File: src/rtl/uart_rx_fifo.sv
// uart_rx_fifo: captures each rising edge of the receiver's data-ready level into a show-ahead FIFO
// with a valid/ready consumer port and a sticky overrun flag for bytes dropped while full.
module uart_rx_fifo #(
  parameter int BITS  = 8,
  parameter int DEPTH = 16
) (
  input  logic                       clk,
  input  logic                       rst,
  input  logic [BITS-1:0]            rx_data,
  input  logic                       rx_ready,
  output logic [BITS-1:0]            out_data,
  output logic                       out_valid,
  input  logic                       out_ready,
  output logic [$clog2(DEPTH+1)-1:0] count,
  output logic                       full,
  output logic                       overrun,
  input  logic                       clr_overrun
);
  localparam int AW = $clog2(DEPTH);
  localparam int CW = $clog2(DEPTH+1);
  logic [BITS-1:0] r_mem [DEPTH];
  logic [AW-1:0]   r_rd, r_wr;
  logic [CW-1:0]   r_count;
  logic [BITS-1:0] r_data;
  logic            r_rx_q, r_push, r_overrun;
  logic            w_pop, w_push, w_drop;
  assign w_pop  = out_valid & out_ready;
  assign w_push = r_push & (~full | w_pop);
  assign w_drop = r_push & full & ~w_pop;
  assign count     = r_count;
  assign out_valid = r_count != '0;
  assign full      = r_count == CW'(DEPTH);
  assign out_data  = r_mem[r_rd];
  assign overrun   = r_overrun;
  // r_rx_q resets high so a level already asserted at reset is never captured
  always_ff @(posedge clk) begin
    if (rst) begin
      r_rx_q    <= 1'b1;
      r_push    <= 1'b0;
      r_data    <= '0;
      r_rd      <= '0;
      r_wr      <= '0;
      r_count   <= '0;
      r_overrun <= 1'b0;
    end else begin
      r_rx_q    <= rx_ready;
      r_push    <= rx_ready & ~r_rx_q;
      r_data    <= rx_data;
      r_wr      <= w_push ? r_wr + AW'(1) : r_wr;
      r_rd      <= w_pop ? r_rd + AW'(1) : r_rd;
      r_count   <= r_count + CW'(w_push) - CW'(w_pop);
      r_overrun <= w_drop | (r_overrun & ~clr_overrun);
    end
  end
  always_ff @(posedge clk) begin
    if (!rst && w_push) r_mem[r_wr] <= r_data;
  end
endmodule

File: config.mk
export PLATFORM = sky130hd
export DESIGN_NAME = uart_rx_fifo
export DESIGN_NICKNAME = d
export VERILOG_FILES = /design/src/rtl/uart_rx_fifo.sv
export SDC_FILE = /design/constraint.sdc
export NUM_CORES = 1
export LEC_CHECK = 0
export ABC_AREA = 1
export CAP_MARGIN = 20
export CORE_MARGIN = 4
export CORE_UTILIZATION = 46
export CTS_CLUSTER_SIZE = 24
export DETAILED_ROUTE_END_ITERATION = 8
export HOLD_SLACK_MARGIN = 0.1
export PLACE_DENSITY = 0.68
export SYNTH_ARGS = -nofsm -noshare
export SYNTH_HDL_FRONTEND = slang
export SYNTH_SLANG_ARGS = --single-unit
File: constraint.sdc
create_clock -name clk -period 4.6 [get_ports clk]
set_input_delay 0.92 -clock clk [delete_from_list [all_inputs] [get_ports clk]]
set_output_delay 0.92 -clock clk [all_outputs]
set_load 0.01 [all_outputs]
==> summary.md, run 1 <==
| Metric | Value |
|---|---|
| Measured slew at the worst slew-check pin | 1070 ps |
| RSZ-0062 raised after global routing | no |
| Clk_lat worst skew | 430 ps |
| Antenna-violating nets left | 0 |
| Root buf cell | clkbuf_16 |
| Final hold violation count | 0 |
| Fin Hold WS | 386 ps |
| Starting density of the core | 46.8% |
| Critical Path, Cell by Cell | inv_2 > nand2_1 > nand2_1 > nand2_1 > nand3_1 > nand3_1 > nand2_1 > clkdlybuf4s50_1 |
| EDFF count, synth | 128 |
| Area leader, netlist | edfxtp_1 |
| Longest Clk Path Bufs | 2 |
| Post-placement cell area | 0.00713 mm² |
| Setup WS pre-CTS | 1420 ps |
| Final setup margin | 996 ps |
| Postcts setup bufs | 0 |
| Maximum vdd ir drop | 0.361 mV |
| Tot Pwr | 3.81 mW |
| Leak pwr | 3.31 nW |
| H-tree Lvls | 4 |
| DR WL/cell | 15.9 µm |
| R2r setup slk | 2140 ps |
| Die Ht | 129 µm |
| #FFs+latches synth | 156 |
| Ports | 29 |
| Top cells by area, synth | edfxtp_1, nand2_1, dfxtp_1 |
| Share of layout cells above drive strength 1 | 5.25% |
| Total iterations of the first detailed-routing run | 5 |
| Post-synthesis cell count | 688 |
| Nets | 736 |
| Most frequent cells after synthesis | nand2_1, edfxtp_1, inv_1 |
| Synth async-reset ratio | 0% |
| CP max stage cell | inv_2 |
| Design area | 0.00772 mm² |
| DRT Wirelength | 14500 µm |
| Worst setup SP type | flop |
| Mapped Nets | 713 |
| Die X | 129 µm |
| Cell family with most CP delay | buffers and inverters |
| Tmin final | 3600 ps |
| Relative slew slack | 28.6% |
| Sequential area share after synthesis | 65.1% |
| Max Fclk | 277 MHz |
| Area of the core | 0.0145 mm² |
| RD Place Congestion | 0.854 |
| Pin count of the biggest net entering global routing | 65 |
| Post-cts hold buffer count | 0 |
| Diode count | 0 |
| Setup violators final | 0 |
| Setup TNS | 0 ps |
| Average size of a mapped cell | 9.84 µm² |
| Distinct cells, synth | 25 |
| Critical path class | reg2out |
| Outcome | complete, no violations |
| Worst Path Max Fanout | 64 |
| Crit path DAT | 2680 ps |
| I/O Buffers | 28 |
| Residual DRC | 0 |
| Critical Path Sink Type | output pin |
| Hold_sp | r_rx_q$_SDFF_PP1_ |
| Max-cap violations | 0 |
| First-pass GRT wire length | 22900 µm |
| Worst path buffer plus inverter count | 2 |
| Initial DRC count | 429 |
| Sink Count | 156 |
| Dominant synthesized flop cell | edfxtp_1 |
| Die area | 0.0167 mm² |
| Vias/cell | 4.99 |
| PD cells | 494 mW/mm² |
| Clk slew on worst S/H paths | 60 ps |
| Synth top area share | 56.8% |
| Reg2reg start | count[3]$_SDFF_PP0_ |
| Worst EP required | 3680 ps |
| Synth Cell Area | 0.00677 mm² |
| Area Growth Syn to Fin | 14.0% |
| Filler Cell Count | 1264 |
| Largest stage delay, worst path | 760 ps |
| CTS tree | yes |
| YS warnings | 0 |
| Max-slew violations | 0 |
| Final period util | 78.3% |
| Vias in the first global route | 4410 |
| Post-CTS Resized | 0 |
| Row count | 44 |
| Grt ovf | 0 |
| Cell mode on critical path | nand2_1 |
| CTS Buf Count | 17 |
| Top-count cell post-synth | nand2_1 |
| Initial antenna violation count | 0 |
| Final Skew | 6.78 ps |
| GRT Overall Usage | 18.3% |
| Hold/Removal Path Class | reg2reg |
| Detailed placer's ending HPWL | 8970 µm |
| DR vias | 4528 |
## final timing paths
path / endpoint / depth (start not counted)
max: out_data[1] / 8
min: r_push$_SDFF_PP0_ / 1
max reg2reg: count[4]$_SDFF_PP0_ / 17
min reg2reg: r_push$_SDFF_PP0_ / 1
## where the power goes
part / total, mW / internal, mW / switching (mW)
Combinational: 0.801 / 0.310 / 0.491
Sequential: 1.62 / 1.57 / 0.0589
Clock: 1.39 / 0.844 / 0.542
## cells by family (layout without fill, tap and decap cells)
kind of cell | Yosys count | count (layout) | synth area share, %
flip-flops | 156 | 156 | 65.1
AO/OA/AOI/OAI | 11 | 11 | 0.813
XOR/XNOR | 4 | 4 | 0.518
buffers and inverters | 158 | 194 | 9.78
adder cells (fa/ha/maj) | 12 | 12 | 2.33
AND/OR/NAND/NOR | 347 | 347 | 21.5
## per-layer routing
layer / part of all wire, % / track usage (%)
met4: 3.0 / 7.72
met1: 45 / 23.7
met2: 46 / 28.5
met5: 0 / 0
met3: 6.7 / 6.10
## worst reg2reg max path, cell delays in order (launching register included)
cell and delay [ps]:
dfxtp_1 380, inv_1 80, ha_1 220, nand3_1 120, nand2_1 140, inv_2 140, ha_1 240, inv_1 60
ha_1 150, inv_1 60, fa_1 370, inv_1 60, nand2_1 60, nand2_1 60, a21oi_1 70, nand2_1 60
nand2_1 40, nor2_1 80
## per-stage QoR
stage | utilization (%) | std cells
after floorplan | - | 688
after global placement | 49.3 | 876
after detailed placement | 49.3 | 876
after CTS | 53.3 | 908
after global routing | 53.3 | 908
final | 53.3 | 908
## registers in the layout (all words and copies together) (netlist names), named ones only
signal,cells
r_rd,4
overrun,1
r_push,1
count,5
r_data,8
r_rx_q,1
r_mem,128
r_wr,4
## layout by cell type (no fill, tap or decap), types with 2 or more instances in the layout
cell and count:
clkinvlp_4 4, buf_4 3, clkbuf_1 2, nand3_1 103, o21ai_0 3, nor2_2 2, inv_1 128, edfxtp_1 128
clkdlybuf4s50_1 28, a21oi_1 8, clkbuf_16 17, clkinv_1 3, inv_2 3, ha_1 11, dfxtp_1 27, nor2_1 40
bufinv_16 3, nand2_1 197, xor2_1 3, clkinv_2 2
## final cells by class
type / instances / area [µm²] / area share, %
inverter: 131 / 492 / 6.37
sequential: 156 / 4410 / 57.1
multi-input combinational: 374 / 1700 / 22.1
clock buffer: 19 / 433 / 5.61
tap: 184 / 230 / 2.98
timing repair buffer: 31 / 303 / 3.92
clock inverter: 13 / 150 / 1.95
Note: power is estimated with default switching activity, not from simulation.
==> run 2: changes to the inputs <==
Clock period 4.6 ns to 3.5 ns, I/O delays scaled along.
==> run 2 against run 1 <==
  * Global-route usage increased by 0.35 points
  * Critical endpoint is now out_data[5]
  * Sequential share of layout area decreased by 0.84 points
  * Via count increased by 0.91%
  * Largest power group unchanged
  * Sequential power increased by 32%
  * Total power increased by 39%
  * Register-to-register slack got worse by 1100 ps
  * Non-clock buffer count increased by 2
  * First-iteration DRC count increased by 9.6%
  * Cell area increased by 1.5%
  * Clock skew about the same
==> summary.md, run 2 (same netlist as run 1, synthesis figures left out) <==
| Metric | Value |
|---|---|
| Vias in the first global route | 4524 |
| Reg2reg path depth | 17 |
| Most flops, register | r_mem |
| Tot Pwr | 5.29 mW |
| Max-slew violations | 0 |
| Clk slew on worst S/H paths | 60 ps |
| Diode count | 0 |
| Final Skew | 7.09 ps |
| Die X | 129 µm |
| DR vias | 4569 |
| Most common cell after layout, fill and taps aside | nand2_1 |
| Postcts setup bufs | 0 |
| CTS tree | yes |
| Relative slew slack | 47.4% |
| Worst setup SP type | flop |
| Ports | 29 |
| DR WL/cell | 16.0 µm |
| Setup violators final | 0 |
| Largest stage delay, worst path | 540 ps |
| Leak pwr | 3.38 nW |
| Row count | 44 |
| Clk_lat worst skew | 420 ps |
| Max Fclk | 314 MHz |
| Critical Path Sink Type | output pin |
| Worst Hold Path EP | r_push$_SDFF_PP0_ |
| Final hold violation count | 0 |
| Non-Filler Instances | 910 |
| Nets | 738 |
| Cell total after placement | 878 |
| Area Growth Syn to Fin | 15.7% |
| Final period util | 91.0% |
| Maximum vdd ir drop | 0.517 mV |
| Outcome | complete, no violations |
| R2r setup slk | 1030 ps |
| Tmin final | 3180 ps |
| Design area | 0.00783 mm² |
| Total iterations of the first detailed-routing run | 5 |
| Worst Path Max Fanout | 33 |
| Final setup margin | 315 ps |
| CTS Buf Count | 17 |
| Largest register FFs | 128 |
| I/O Buffers | 28 |
| Sink Count | 156 |
| Detailed placer's ending HPWL | 9370 µm |
| Vias/cell | 5.02 |
| RD Place Congestion | 0.869 |
| DRT Wirelength | 14600 µm |
| Setup WS pre-CTS | 522 ps |
| Utilization after layout | 54.1% |
| Worst EP required | 2800 ps |
| Fin Hold WS | 390 ps |
| Pin count of the biggest net entering global routing | 65 |
| Die area | 0.0167 mm² |
| Commonest cells after routing, fill and taps aside | nand2_1, inv_1, edfxtp_1, nand3_1, nor2_1 |
| Filler Cell Count | 1237 |
| H-tree Lvls | 4 |
| Hold Path Cell Cnt | 1 |
| Critical Path, Cell by Cell | inv_2 > buf_12 > nand2_1 > nand2_1 > nand2_1 > nand3_1 > nand3_1 > nand2_1 > clkdlybuf4s50_1 |
| Measured slew at the worst slew-check pin | 789 ps |
| CP max stage cell | clkdlybuf4s50_1 |
| Cell mode on critical path | nand2_1 |
| Die Ht | 129 µm |
| Grt ovf | 0 |
| R2R Path End | count[4]$_SDFF_PP0_ |
| Max-cap violations | 0 |
| Reg2reg start | count[2]$_SDFF_PP0_ |
| PD cells | 675 mW/mm² |
| Share of layout cells above drive strength 1 | 6.06% |
| GRT Overall Usage | 18.7% |
| Setup TNS | 0 ps |
| Hold/Removal Path Class | reg2reg |
| Longest Clk Path Bufs | 2 |
| Area of the core | 0.0145 mm² |
| Post-cts hold buffer count | 0 |
| Root buf cell | clkbuf_16 |
| Critical path class | reg2out |
| Post-placement cell area | 0.00716 mm² |
| RSZ-0062 raised after global routing | no |
| Hold_sp | r_rx_q$_SDFF_PP1_ |
| Antenna-violating nets left | 0 |
| Residual DRC | 0 |
| Initial DRC count | 470 |
| Starting density of the core | 46.8% |
| First-pass GRT wire length | 23500 µm |
| Initial antenna violation count | 0 |
| Crit path DAT | 2480 ps |
| Post-CTS Resized | 0 |
[run 2: cell types whose count changed in the layout (fill, tap and decap cells not counted), sizes merged]
cell      before  now
clkinvlp       4    1
buf            3    5
bufinv         3    6
inv          131  133
clkbuf        19   18
clkinv         6    5
[run 2: critical path: cells and delay by family (launching register included)]
kind / cells / cell delay, ps
buffers and inverters: 3 / 1250
flip-flops: 1 / 320
AND/OR/NAND/NOR: 6 / 480
[run 2: routing by layer]
| metal | GRT usage [%] | wire, µm |
|---|---|---|
| met1 | 24.3 | 6270 |
| met2 | 30.2 | 7010 |
| met4 | 7.60 | 337 |
| met3 | 4.62 | 936 |
| met5 | 0 | 0 |
[run 2: worst max-delay path by stage]
stage | to | slack [ps] | depth (start not counted)
floorplan | count[4]$_SDFF_PP0_ | 1170 | 14
global placement | count[4]$_SDFF_PP0_ | 590 | 15
detailed placement | count[4]$_SDFF_PP0_ | 520 | 16
CTS | out_data[5] | 300 | 9
global route | out_data[5] | 160 | 9
finish | out_data[5] | 320 | 9
[run 2: layout make-up]
| cell class | instances | area [µm²] | area share [%] |
|---|---|---|---|
| Tap cell | 184 | 230 | 2.94 |
| Multi-Input combinational cell | 374 | 1700 | 21.7 |
| Timing Repair Buffer | 33 | 330 | 4.22 |
| Sequential cell | 156 | 4410 | 56.3 |
| Inverter | 131 | 492 | 6.28 |
| Clock buffer | 18 | 429 | 5.48 |
| Clock inverter | 14 | 241 | 3.08 |
[run 2: where the power goes]
part	internal [mW]	switching, mW	total, mW
logic	0.418	0.667	1.08
registers	2.06	0.0775	2.14
clock network	1.34	0.724	2.07
